$ cat config.mk
export PLATFORM = sky130hd
export DESIGN_NAME = fifo_flow_ctrl
export DESIGN_NICKNAME = d
export VERILOG_FILES = /design/src/rtl/fifo_pkg.sv /design/src/rtl/fifo_flow_ctrl_rd_valid_pipe.sv /design/src/rtl/fifo_flow_ctrl.sv
export SDC_FILE = /design/constraint.sdc
export NUM_CORES = 1
export LEC_CHECK = 0
export CAP_MARGIN = 5
export CORE_AREA = 3 3 40 42
export DETAILED_ROUTE_END_ITERATION = 8
export DIE_AREA = 0 0 43 45
export PLACE_DENSITY = 0.68
export SYNTH_ARGS = -nofsm -noshare
export SYNTH_HDL_FRONTEND = slang
export SYNTH_SLANG_ARGS = --single-unit
$ cat constraint.sdc
create_clock -name clk -period 2.8 [get_ports clk]
set_input_delay 0.56 -clock clk [delete_from_list [all_inputs] [get_ports clk]]
set_output_delay 0.56 -clock clk [all_outputs]
set_load 0.005 [all_outputs]
$ cat src/rtl/fifo_pkg.sv
// Shared sizing helpers and default parameters for the FIFO flow-control slice.
// Optional error flags are enabled with FIFO_FLOW_ERR_EN.
package fifo_pkg;

    localparam int DEF_ADDR       = 4;
    localparam int DEF_RD_LATENCY = 2;
    localparam int DEF_AF_THRESH  = 12;
    localparam int DEF_AE_THRESH  = 2;

    function automatic int fifo_depth(input int addr);
        return 1 << addr;
    endfunction

    function automatic int cnt_w(input int addr);
        return addr + 1;
    endfunction

endpackage

$ cat src/rtl/fifo_flow_ctrl_rd_valid_pipe.sv
// Fixed-latency shift register that turns an accepted rd strobe into rd_valid.
// Optional error flags elsewhere are enabled with FIFO_FLOW_ERR_EN.
module rd_valid_pipe #(
    parameter int RD_LATENCY = 2
) (
    input  logic clk,
    input  logic rst,
    input  logic rd,
    output logic rd_valid
);

    logic [RD_LATENCY-1:0] sr_q;
    logic [RD_LATENCY-1:0] sr_d;
    logic [RD_LATENCY:0]   ext;

    always_comb begin
        ext  = {sr_q, rd};
        sr_d = ext[RD_LATENCY-1:0];
    end

    always_ff @(posedge clk or negedge rst) begin
        if (!rst) sr_q <= '0;
        else      sr_q <= sr_d;
    end

    assign rd_valid = sr_q[RD_LATENCY-1];

endmodule

$ cat src/rtl/fifo_flow_ctrl.sv
// Occupancy tracking and gated wr/rd strobes for the FIFO address counter.
// Define FIFO_FLOW_ERR_EN to add sticky ovf_err/udf_err outputs.
module fifo_flow_ctrl
    import fifo_pkg::*;
#(
    parameter int ADDR       = DEF_ADDR,
    parameter int RD_LATENCY = DEF_RD_LATENCY,
    parameter int AF_THRESH  = DEF_AF_THRESH,
    parameter int AE_THRESH  = DEF_AE_THRESH
) (
    input  logic          clk,
    input  logic          rst,
    input  logic          push,
    output logic          push_ready,
    input  logic          pop,
    output logic          pop_ready,
    output logic          wr,
    output logic          rd,
    output logic          rd_valid,
    output logic [ADDR:0] count,
    output logic          full,
    output logic          empty,
    output logic          almost_full,
    output logic          almost_empty
`ifdef FIFO_FLOW_ERR_EN
    ,
    output logic          ovf_err,
    output logic          udf_err
`endif
);

    localparam int CW    = cnt_w(ADDR);
    localparam int DEPTH = fifo_depth(ADDR);
    // Out-of-range thresholds saturate so the flag is stuck off/on.
    localparam logic [CW-1:0] AF_T =
        CW'((AF_THRESH > DEPTH) ? DEPTH + 1 : AF_THRESH);
    localparam logic [CW-1:0] AE_T =
        CW'((AE_THRESH > DEPTH) ? DEPTH : AE_THRESH);

    logic [CW-1:0] count_q;
    logic [CW-1:0] count_d;

    assign full         = (count_q == CW'(DEPTH));
    assign empty        = (count_q == '0);
    assign almost_full  = (count_q >= AF_T);
    assign almost_empty = (count_q <= AE_T);
    assign push_ready   = ~full;
    assign pop_ready    = ~empty;
    assign wr           = push & ~full;
    assign rd           = pop & ~empty;
    assign count        = count_q;

    always_comb begin
        count_d = count_q;
        unique case ({wr, rd})
            2'b10:   count_d = count_q + 1'b1;
            2'b01:   count_d = count_q - 1'b1;
            default: count_d = count_q;
        endcase
    end

    always_ff @(posedge clk or negedge rst) begin
        if (!rst) count_q <= '0;
        else      count_q <= count_d;
    end

    rd_valid_pipe #(
        .RD_LATENCY (RD_LATENCY)
    ) u_rd_valid_pipe (
        .clk      (clk),
        .rst      (rst),
        .rd       (rd),
        .rd_valid (rd_valid)
    );

`ifdef FIFO_FLOW_ERR_EN
    logic ovf_q, ovf_d;
    logic udf_q, udf_d;

    always_comb begin
        ovf_d = ovf_q | (push & full);
        udf_d = udf_q | (pop & empty);
    end

    always_ff @(posedge clk or negedge rst) begin
        if (!rst) begin
            ovf_q <= 1'b0;
            udf_q <= 1'b0;
        end else begin
            ovf_q <= ovf_d;
            udf_q <= udf_d;
        end
    end

    assign ovf_err = ovf_q;
    assign udf_err = udf_q;
`endif

endmodule

# Word-level counts from Yosys, hierarchy flattened
# Cells that the tools add are included.
dict set report totals {
  out_inout_bits 14
  register_bits 7
  input_bits 4
  word_cells 16
}
dict set report op_classes {
  mux 1
  n_reduce_logical 2
  magnitude_cmp 2
  n_bitwise 4
  add_sub_neg 2
  eq_ne 3
}
# cell n
set op_table {}
lappend op_table {{$pmux W5 S2} 1}
lappend op_table {{$add A5 B1 Y5 const B} 1}
lappend op_table {{$eq A5 B5 Y1 const B} 1}
lappend op_table {{$ge A5 B4 Y1 const B} 1}
lappend op_table {{$le A5 B2 Y1 const B} 1}
lappend op_table {{$logic_not A5 Y1} 1}
lappend op_table {{$sub A5 B1 Y5 const B} 1}
lappend op_table {{$and A1 B1 Y1} 2}
lappend op_table {{$eq A2 B1 Y1 const B} 1}
lappend op_table {{$eq A2 B2 Y1 const B} 1}
lappend op_table {{$not A1 Y1} 2}
lappend op_table {{$reduce_bool A2 Y1} 1}

# Longest topological paths before layout
# Gate-level depths: netlist of the first run.
dict set report depth {
  ltp_word 5
  mapped_depth 10
  mapped_depth_nobuf 10
}

# Hierarchy
# Synthesis of the first run repeated with hierarchy kept, for this count alone.
dict set report hier_totals {
  hier_cells 50
  area_unflattened_um2 479.2
}
# module seq_area_each_um2 area_per_inst_um2 cells_per_inst instances
set modules_own_cells {}
lappend modules_own_cells {fifo_flow_ctrl 125.1 429.2 48 1}
lappend modules_own_cells {rd_valid_pipe 50.0 50.0 2 1}

# Worst setup path after synthesis of the first run
# No wires, ideal clock.
dict set report synth_timing {
  path_kind {flip-flop to flip-flop}
  from {register count_q[4], in the netlist count[4]}
  to {register count_q[4], in the netlist count[4]}
  setup_ns 0.135
  required_ns 2.665
  path_buffers 0
  path_slack_ns 0.001
  arrival_time_ns 2.664
  synth_period_minus_slack_ns 2.799
  stages_incl_launch_ff 10
  path_cell_list {dfrtp_1 or3_1 or3_4 and2_4 ha_1 ha_1 nor2b_1 or4_1 nand4_1 o311ai_1}
}
dict set report synth_via {
  elab_chain_cells 5
  elab_cells_between_ends 12
  cone_classes {add/sub: 2; eq/ne: 3; mux: 1; bitwise: 4; reduce/logical: 2}
}
# item line
set synth_rtl {}
lappend synth_rtl {{start: declaration} fifo_flow_ctrl.sv:40} ;# logic [CW-1:0] count_q;
lappend synth_rtl {{start signal: assignment} fifo_flow_ctrl.sv:64} ;# else count_q <= count_d;
lappend synth_rtl {{$logic_not A5 Y1 (*)} fifo_flow_ctrl.sv:44} ;# assign empty = (count_q == '0);
lappend synth_rtl {{$not A1 Y1 (*)} -}
lappend synth_rtl {{via pop_ready} fifo_flow_ctrl.sv:16} ;# output logic pop_ready,
lappend synth_rtl {{$and A1 B1 Y1 (*)} fifo_flow_ctrl.sv:50} ;# assign rd = pop & ~empty;
lappend synth_rtl {{via rd} fifo_flow_ctrl.sv:18} ;# output logic rd,
lappend synth_rtl {{$eq A2 B1 Y1 / $eq A2 B2 Y1 (equally long branches)} fifo_flow_ctrl.sv:55} ;# unique case ({wr, rd})
lappend synth_rtl {{$pmux W5 S2 / $reduce_bool A2 Y1 (equally long branches)} -}
# Mark *: on every way through the listed nets, which the timed path passes. The rest lies on a longest branch.
# A chain may end at the register's enable or synchronous reset.

# Worst setup path in the final report of the first run
dict set report layout_timing {
  from {register count_q[4], in the netlist count[4]}
  to {register count_q[4], in the netlist count[4]}
}
dict set report layout_via {
  elab_chain_cells 5
  elab_cells_between_ends 12
  cone_classes {add/sub: 2; eq/ne: 3; mux: 1; bitwise: 4; reduce/logical: 2}
}
# item line
set layout_rtl {}
lappend layout_rtl {{$eq A5 B5 Y1 / $logic_not A5 Y1 (equally long branches)} {fifo_flow_ctrl.sv:43, fifo_flow_ctrl.sv:44}}
lappend layout_rtl {{$not A1 Y1, on equally long branches} {fifo_flow_ctrl.sv:49, fifo_flow_ctrl.sv:50}}
lappend layout_rtl {{$and A1 B1 Y1, on equally long branches} {fifo_flow_ctrl.sv:49, fifo_flow_ctrl.sv:50}}
lappend layout_rtl {{$eq A2 B1 Y1 / $eq A2 B2 Y1 (equally long branches)} fifo_flow_ctrl.sv:55}
lappend layout_rtl {{$pmux W5 S2 / $reduce_bool A2 Y1 (equally long branches)} -}
# Several ways; a longest one is shown, not always the timed one.

==> out/summary.txt, run 1 <==
Via-to-Cell Ratio = 4.98
Largest net degree at the start of global routing = 8
# H-tree levels = 1
Post-Route WL = 1.17 mm
Critical path startpoint category = flip-flop
F_max = 372 MHz
Max cap viols = 0
Final std cells w/o fill = 92
First-pass GRT wire length = 1.86 mm
Critical path launch point = count[4]
CP Cell Sequence = or3_1 -> or3_4 -> and2_4 -> ha_4 -> ha_1 -> nor2b_1 -> or4_1 -> nand4_1 -> o311ai_1
Final Cycle Share = 96.1%
Worst-Margin Slew = 0.316 ns
Setup TNS = 0 ns
LEAKAGE = 0.354 nW
CP Capture Type = flip-flop
Kind of critical path = reg2reg
Max Root-Sink Buffers = 2
Initial antenna violation count = 0
Syn Area/Cell = 9.58 µm²
Final setup vio count = 0
Die Span Y = 45 µm
Gate Count Post-Synth = 50
Placeable Area = 1280 µm²
Clock root buffer = clkbuf_4
Mapped cell area = 479 µm²
Global Route Usage Sum = 13.4%
Hold Startpoint = u_rd_valid_pipe.sr_q[0]
Starting density of the core = 37.3%
Worst skew pair latency = 0.24 ns
Fin nets = 87
Clk pwr share = 10.8%
Reg2reg start = count[4]
Post-route ant nets = 0
Post-DP HPWL = 989 µm
Via count = 458
Cell Rows = 13
CP peak stage delay = 0.46 ns
CTS-repair resized insts = 0
CTS tree = yes
Unique masters post-synth = 28
Final hold violations = 0
Sequential share of power = 23.3%
Port buffer count = 17
Ratio of cells with drive above 1 in the final layout = 20.8%
Final Skew = 0.000390 ns
PwrDens = 1060 nW/µm²
Internal Pwr Total = 0.509 mW
Tmin final = 2.69 ns
Ports = 18
Critical path's slowest cell = or4_1
Sw Pwr = 0.289 mW
RD Place Congestion = 0.779
# DRC = 0
Die width = 43 µm
Clock Sinks = 7
Die footprint = 1940 µm²
Fillers = 117
Min-Delay Path Class = reg2reg
Setup repair bufs after CTS = 0
GRT overflow = 0
Ant diodes = 0
Vias in the first global route = 431
WP data arrival = 2.80 ns
1st-pass router iterations = 1
Worst-path clk slew = 0.05 ns
Starting DRC count in detailed routing = 0
Hold Buf Count CTS = 0
Sequential fraction of the synthesis area = 36.6%
Synthesis Warnings = 0
RSZ-0062 raised after global routing = false
Net Sw Frac = 36.2%
WP data required = 2.90 ns
Max-slew violation count = 0
Peak VDD IR = 0.474 mV
Worst-path fanout max = 5
Seq cells post-synth = 7
Normalized max-slew margin = 78.9%
Area Growth Syn to Fin = 57.7%
Avg WL per Cell = 12.7 µm
Mapped Nets = 59
Logic pwr share = 65.9%
Dpl cells = 88
Outcome = finished, final reports clean
Total CTS buffers = 3
[metal layers]
| layer | GRT usage [%] | vias up | share of wire [%] |
|---|---|---|---|
| li1 | - | 231 | - |
| met1 | 14.9 | 208 | 41 |
| met2 | 24.0 | 17 | 50 |
| met3 | 2.79 | 2 | 7.7 |
| met4 | 7.23 | 0 | 0.60 |
| met5 | 0 | - | 0 |
[synth_stat cells]
cell type	instances	share of area, %
a31oi_1	1	1.3
nor4_1	1	1.3
nor3_1	1	1.0
xor2_1	2	3.7
or4_1	1	1.6
or3_1	1	1.3
ha_1	4	10
or3_2	1	1.6
inv_1	7	5.5
o21a_1	1	1.6
o2111ai_1	1	1.8
a21o_2	1	1.8
nand4_1	1	1.3
clkbuf_1	1	0.78
nand2_1	4	3.1
o21ai_0	3	3.1
nand2b_1	1	1.3
dfrtp_1	7	37
fa_1	1	4.2
nor4b_1	1	1.8
nor2b_1	1	1.3
and2_4	1	1.8
mux2i_1	1	2.1
o311ai_1	1	1.8
or3_4	1	2.3
a21o_1	1	1.6
a21oi_1	2	2.1
xnor2_1	1	1.8
[layout make-up]
class / count / area (µm²) / area share, %
Multi-Input combinational cell: 35 / 287 / 37.9
Inverter: 7 / 26.3 / 3.48
Timing Repair Buffer: 24 / 223 / 29.5
Sequential cell: 7 / 175 / 23.2
Tap cell: 15 / 18.8 / 2.48
Clock buffer: 4 / 26.3 / 3.48
[critical path: cells and delay by family (launching register included)]
| kind | cells | cell delay, ns |
|---|---|---|
| flops | 1 | 0.36 |
| simple gates | 6 | 1.62 |
| fa+ha+maj | 2 | 0.46 |
| compound gates | 1 | 0.11 |
[logic make-up (layout without fill, tap and decap cells)]
| family | after synthesis | in the layout | share of synthesized area (%) |
|---|---|---|---|
| and+or+nand+nor | 15 | 15 | 19.8 |
| AOI/OAI and AO/OA | 11 | 11 | 15.1 |
| buffers and inverters | 8 | 35 | 6.27 |
| DFF | 7 | 7 | 36.6 |
| adders and majority gates | 5 | 5 | 14.6 |
| xor gates and xnor gates | 3 | 3 | 5.48 |
| muxes | 1 | 1 | 2.09 |
[through the flow]
| stage | hold WS, ns | setup slack, ns | util, % | total power, mW | area [µm²] |
|---|---|---|---|---|---|
| floorplan | 0.264 | 0.000535 | - | 0.436 | 479 |
| global placement | 0.345 | 0.0612 | 55.8 | 0.699 | 717 |
| detailed placement | 0.373 | 0.0248 | 55.8 | 0.710 | 717 |
| CTS | 0.384 | 0.0197 | 57.8 | 0.801 | 743 |
| global route | 0.388 | 0.0372 | 58.8 | 0.873 | 756 |
| finish | 0.385 | 0.108 | 58.8 | 0.798 | 756 |
[sequential cells by signal, summed over array words and instances (netlist names)]
| name | count |
|---|---|
| count | 5 |
| u_rd_valid_pipe.sr_q | 2 |
[cell usage in the layout, fill, tap and decap left out, types with 2 or more instances in the layout]
cell type	instances
clkdlybuf4s50_1	17
xor2_1	2
ha_1	3
buf_4	7
clkbuf_4	3
o21ai_0	3
inv_1	6
a21oi_1	2
nand2_1	4
dfrtp_1	7
[power by group through the flow]
stage          registers (mW)  clock network [mW]  logic, mW
6_report                0.186              0.0865      0.526
5_1_grt                 0.196              0.0961      0.581
4_1_cts                 0.188              0.0903      0.522
3_5_place_dp            0.190                   0      0.521
3_3_place_gp            0.186                   0      0.513
2_1_floorplan           0.200                   0      0.235
[path summary, 6_finish.rpt]
check / endpoint / slack [ns] / depth (start not counted)
hold / removal: u_rd_valid_pipe.sr_q[1] / 0.38 / 0
setup / recovery: count[4] / 0.11 / 9
max in group asynchronous: count[3] / 1.99 / 1
min in group asynchronous: u_rd_valid_pipe.sr_q[1] / 0.58 / 1
setup reg to reg: count[4] / 0.11 / 9
hold reg to reg: u_rd_valid_pipe.sr_q[1] / 0.38 / 0
Note: power is estimated with default switching activity, not from simulation.
==> run 2: changes to the inputs <==
- CTS_BUF_LIST: default -> sky130_fd_sc_hd__clkbuf_8
==> run 2 against run 1 <==
Worst setup slack better by 0.0027 ns. Cell count unchanged. Register-to-register slack about the same. Power up 5.9%. Flip-flop and latch count unchanged. Sequential power about the same. Fmax up 0.10%. Highest routed layer unchanged.
==> out/summary.txt, run 2 (synthesized netlist as in run 1, its figures left out) <==
Die width = 43 µm (unchanged)
DP Area = 717 µm² (unchanged)
Die Span Y = 45 µm (unchanged)
Commonest non-fill, non-tap cell in the layout = clkdlybuf4s50_1 (unchanged)
Slack of the worst reg-to-reg path = 0.11 ns (about the same)
Tmin final = 2.69 ns (about the same)
Max cap viols = 0 (unchanged)
Clock root buffer = clkbuf_8 (was clkbuf_4)
Placeable Area = 1280 µm² (unchanged)
Normalized max-slew margin = 79.1% (was 78.9%)
Most frequent cells in the layout = clkdlybuf4s50_1 (17), inv_1 (7), dfrtp_1 (7), buf_4 (7), nand2_1 (4) (was clkdlybuf4s50_1 (17), dfrtp_1 (7), buf_4 (7), inv_1 (6), nand2_1 (4))
Area Growth Syn to Fin = 61.6% (was 57.7%)
Post-DP HPWL = 989 µm (unchanged)
Die footprint = 1940 µm² (unchanged)
Worst Setup Slack, final = 0.111 ns (was 0.108 ns)
F_max = 372 MHz (about the same)
Max reg flops = 5 (unchanged)
GRT overflow = 0 (unchanged)
Ports = 18 (unchanged)
Port buffer count = 17 (unchanged)
# H-tree levels = 1 (unchanged)
Largest net degree at the start of global routing = 8 (unchanged)
CTS tree = yes (unchanged)
LEAKAGE = 0.366 nW (was 0.354 nW)
Via count = 457 (was 458)
RD Place Congestion = 0.779 (unchanged)
Global Route Usage Sum = 13.6% (was 13.4%)
Cell Rows = 13 (unchanged)
Final std cells w/o fill = 92 (unchanged)
Post-Route WL = 1.18 mm (was 1.17 mm)
Vias in the first global route = 429 (was 431)
Final Cycle Share = 96.0% (was 96.1%)
Final setup vio count = 0 (unchanged)
Final Skew = 0.000365 ns (was 0.000390 ns)
Pre-CTS setup slack = 0.0248 ns (unchanged)
# DRC = 0 (unchanged)
Worst-Margin Slew = 0.312 ns (was 0.316 ns)
Peak VDD IR = 0.567 mV (was 0.474 mV)
Outcome = finished, final reports clean (unchanged)
Worst skew pair latency = 0.22 ns (was 0.24 ns)
WP data required = 2.88 ns (was 2.90 ns)
Worst-path fanout max = 5 (unchanged)
Dpl cells = 88 (unchanged)
Starting density of the core = 37.3% (unchanged)
WP data arrival = 2.77 ns (was 2.80 ns)
Total power = 0.845 mW (was 0.798 mW)
CP Capture Type = flip-flop (unchanged)
Via-to-Cell Ratio = 4.97 (was 4.98)
Fin nets = 87 (unchanged)
Max-slew violation count = 0 (unchanged)
Min-Delay Path Class = reg2reg (unchanged)
Final hold violations = 0 (unchanged)
Post-route ant nets = 0 (unchanged)
Hold Buf Count CTS = 0 (unchanged)
Max Root-Sink Buffers = 2 (unchanged)
Starting DRC count in detailed routing = 0 (unchanged)
Setup TNS = 0 ns (unchanged)
Ratio of cells with drive above 1 in the final layout = 20.8% (unchanged)
1st-pass router iterations = 1 (unchanged)
Initial antenna violation count = 0 (unchanged)
RSZ-0062 raised after global routing = false (unchanged)
PwrDens = 1090 nW/µm² (was 1060 nW/µm²)
Kind of critical path = reg2reg (unchanged)
Total CTS buffers = 3 (unchanged)
Final instance area = 774 µm² (was 756 µm²)
Clock Sinks = 7 (unchanged)
Critical path startpoint category = flip-flop (unchanged)
First-pass GRT wire length = 1.90 mm (was 1.86 mm)
Hold slack = 0.383 ns (was 0.385 ns)
Utilization after layout = 60.3% (was 58.8%)
Worst-path clk slew = 0.04 ns (was 0.05 ns)
Avg WL per Cell = 12.8 µm (was 12.7 µm)
Ant diodes = 0 (unchanged)
-- run 2: cell types whose count changed in the layout (fill, tap and decap cells not counted), sizes merged --
cell,change
clkbuf,-1
inv,+1
-- run 2: path summary, 6_finish.rpt --
path	startpoint	endpoint	cells after the start
worst max register to register	count[4]	count[4]	9
worst min register to register	u_rd_valid_pipe.sr_q[0]	u_rd_valid_pipe.sr_q[1]	0
worst min-delay path	u_rd_valid_pipe.sr_q[0]	u_rd_valid_pipe.sr_q[1]	0
worst max-delay path	count[4]	count[4]	9
min in group asynchronous	rst	u_rd_valid_pipe.sr_q[1]	1
max in group asynchronous	rst	u_rd_valid_pipe.sr_q[0]	1
-- run 2: report_power, final --
part | switching (mW) | internal (mW) | total (mW)
clock | 0.0379 | 0.0942 | 0.132
sequential | 0.0403 | 0.146 | 0.186
combinational | 0.217 | 0.310 | 0.527
total | 0.296 | 0.550 | 0.845
-- run 2: what timing repair did --
action / in CTS / in global routing
gates resized for setup: 0 / 3
endpoints found under the setup margin: 0 / 1
setup buffers: 0 / 0
-- run 2: metal layers --
metal,part of all wire [%],GRT usage (%),vias up
met1,43,15.7,208
met4,0.59,5.42,0
met3,7.3,3.98,2
li1,-,-,230
met2,49,24.0,17
met5,0,0,-
-- run 2: layout make-up --
type / count / area, µm²
sequential: 7 / 175
multi-input combinational: 35 / 287
inverter: 7 / 26.3
timing repair buffer: 24 / 223
fill: 112 / 510
clock buffer: 3 / 41.3
clock inverter: 1 / 3.75
tap: 15 / 18.8
-- run 2: worst max-delay path, stage by stage, from the launching register on --
cell,delay (ns)
dfrtp_1,0.36
or3_1,0.38
or3_4,0.35
and2_4,0.18
ha_4,0.18
ha_1,0.28
nor2b_1,0.14
or4_1,0.46
nand4_1,0.11
o311ai_1,0.11
==> run 3: changes to the inputs <==
- REMOVE_ABC_BUFFERS: default -> 1
==> run 3 against run 2 <==
Cell count rose by 1.1%. Clock skew up 0.00075 ns. Non-clock buffer count up 1. Highest routed layer unchanged.
==> out/summary.txt, run 3 (synthesized netlist as in run 1, its figures left out) <==
Die width = 43 µm (unchanged)
Ratio of cells with drive above 1 in the final layout = 28.2% (was 20.8%)
Initial antenna violation count = 0 (unchanged)
Setup TNS = 0 ns (unchanged)
Port buffer count = 17 (unchanged)
Max cap viols = 0 (unchanged)
Avg WL per Cell = 15.1 µm (was 12.8 µm)
WP data required = 2.89 ns (was 2.88 ns)
Max Root-Sink Buffers = 2 (unchanged)
Post-Route WL = 1.40 mm (was 1.18 mm)
F_max = 367 MHz (was 372 MHz)
Final setup vio count = 0 (unchanged)
Worst skew pair latency = 0.23 ns (was 0.22 ns)
Via count = 486 (was 457)
CTS tree = yes (unchanged)
Final hold violations = 0 (unchanged)
Peak VDD IR = 0.572 mV (was 0.567 mV)
RD Place Congestion = 0.777 (was 0.779)
GRT overflow = 0 (unchanged)
Post-route ant nets = 0 (unchanged)
Vias in the first global route = 456 (was 429)
Clock Sinks = 7 (unchanged)
Min-Delay Path Class = reg2reg (unchanged)
Die footprint = 1940 µm² (unchanged)
# H-tree levels = 1 (unchanged)
Fin nets = 88 (was 87)
Hold Buf Count CTS = 0 (unchanged)
Worst-path clk slew = 0.04 ns (about the same)
# DRC = 0 (unchanged)
Final Cycle Share = 97.4% (was 96.0%)
Tmin final = 2.73 ns (was 2.69 ns)
Outcome = finished, final reports clean (unchanged)
LEAKAGE = 0.371 nW (was 0.366 nW)
Dpl cells = 88 (unchanged)
Global Route Usage Sum = 15.4% (was 13.6%)
Most frequent cells in the layout = clkdlybuf4s50_1 (17), buf_4 (8), dfrtp_1 (7), inv_1 (6), nand2_1 (4) (was clkdlybuf4s50_1 (17), inv_1 (7), dfrtp_1 (7), buf_4 (7), nand2_1 (4))
Worst-Margin Slew = 0.331 ns (was 0.312 ns)
Die Span Y = 45 µm (unchanged)
Kind of critical path = reg2reg (unchanged)
Starting DRC count in detailed routing = 8 (was 0)
Worst-path fanout max = 6 (was 5)
Area Growth Syn to Fin = 69.2% (was 61.6%)
Critical path startpoint category = flip-flop (unchanged)
Total CTS buffers = 3 (unchanged)
Via-to-Cell Ratio = 5.23 (was 4.97)
Ports = 18 (unchanged)
Normalized max-slew margin = 77.9% (was 79.1%)
Final Skew = 0.00111 ns (was 0.000365 ns)
Post-DP HPWL = 962 µm (was 989 µm)
Largest net degree at the start of global routing = 11 (was 8)
WP data arrival = 2.82 ns (was 2.77 ns)
Final std cells w/o fill = 93 (was 92)
Fillers = 122 (was 112)
Ant diodes = 0 (unchanged)
Max reg flops = 5 (unchanged)
1st-pass router iterations = 4 (was 1)
Cell Rows = 13 (unchanged)
DP Area = 717 µm² (unchanged)
CP Capture Type = flip-flop (unchanged)
Commonest non-fill, non-tap cell in the layout = clkdlybuf4s50_1 (unchanged)
PwrDens = 1130 nW/µm² (was 1090 nW/µm²)
Starting density of the core = 37.3% (unchanged)
First-pass GRT wire length = 2.18 mm (was 1.90 mm)
Final instance area = 811 µm² (was 774 µm²)
Max-slew violation count = 0 (unchanged)
Placeable Area = 1280 µm² (unchanged)
Clock root buffer = clkbuf_8 (unchanged)
run 3: changes by cell type in the layout (fill, tap and decap cells not counted), sizes merged:
| cell | before | now |
|---|---|---|
| clkinv | 0 | 1 |
| inv | 8 | 7 |
| buf | 7 | 8 |
run 3: report_power, final:
| group | internal (mW) | total [mW] | leakage (nW) | switching, mW |
|---|---|---|---|---|
| Combinational | 0.336 | 0.574 | 0.261 | 0.238 |
| Clock | 0.0967 | 0.145 | 0.0255 | 0.0481 |
| Sequential | 0.146 | 0.196 | 0.0838 | 0.0500 |
| Total | 0.578 | 0.914 | 0.371 | 0.336 |
run 3: what timing repair did:
item                       CTS  global route
resized for setup            1             6
pin swaps                    0             5
setup endpoints to repair    1             1
buffers inserted             0             1
run 3: path summary, 6_finish.rpt:
kind	slack, ns	cells after the start	startpoint	endpoint
min	0.37	0	u_rd_valid_pipe.sr_q[0]	u_rd_valid_pipe.sr_q[1]
max	0.07	10	count[2]	count[4]
min reg2reg	0.37	0	u_rd_valid_pipe.sr_q[0]	u_rd_valid_pipe.sr_q[1]
max in group asynchronous	1.96	1	rst	count[2]
min in group asynchronous	0.60	1	rst	count[4]
max reg2reg	0.07	10	count[2]	count[4]
run 3: metrics by stage:
stage | util [%] | power (mW) | hold WS (ns) | setup WS [ns]
global route | 63.1 | 0.984 | 0.373 | -0.0251
global placement | 55.8 | 0.702 | 0.341 | 0.0503
finish | 63.1 | 0.914 | 0.374 | 0.0716
CTS | 59.6 | 0.864 | 0.377 | 0.0204
floorplan | - | 0.436 | 0.264 | 0.000535
detailed placement | 55.8 | 0.710 | 0.368 | 0.0237
run 3: final cells by class:
type | count | area, µm² | area share, %
multi-input combinational | 35 | 314 | 38.7
timing repair buffer | 25 | 230 | 28.4
sequential | 7 | 175 | 21.6
clock buffer | 3 | 41.3 | 5.09
inverter | 7 | 26.3 | 3.24
tap | 15 | 18.8 | 2.31
clock inverter | 1 | 5.00 | 0.617
run 3: layer usage:
| metal | routed length, µm | global-route usage [%] | up-vias |
|---|---|---|---|
| li1 | - | - | 233 |
| met1 | 589 | 18.0 | 227 |
| met2 | 713 | 27.5 | 24 |
| met3 | 91 | 4.78 | 2 |
| met4 | 8 | 3.61 | 0 |
| met5 | 0 | 0 | - |
run 3: critical path: stages (launching register included):
cell and delay, ns:
dfrtp_1 0.39, or3_4 0.41, or3_4 0.40, and2_4 0.16
ha_4 0.18, inv_2 0.08, fa_2 0.21, nor2b_1 0.05
or4_1 0.46, nand4_1 0.11, o311ai_2 0.12
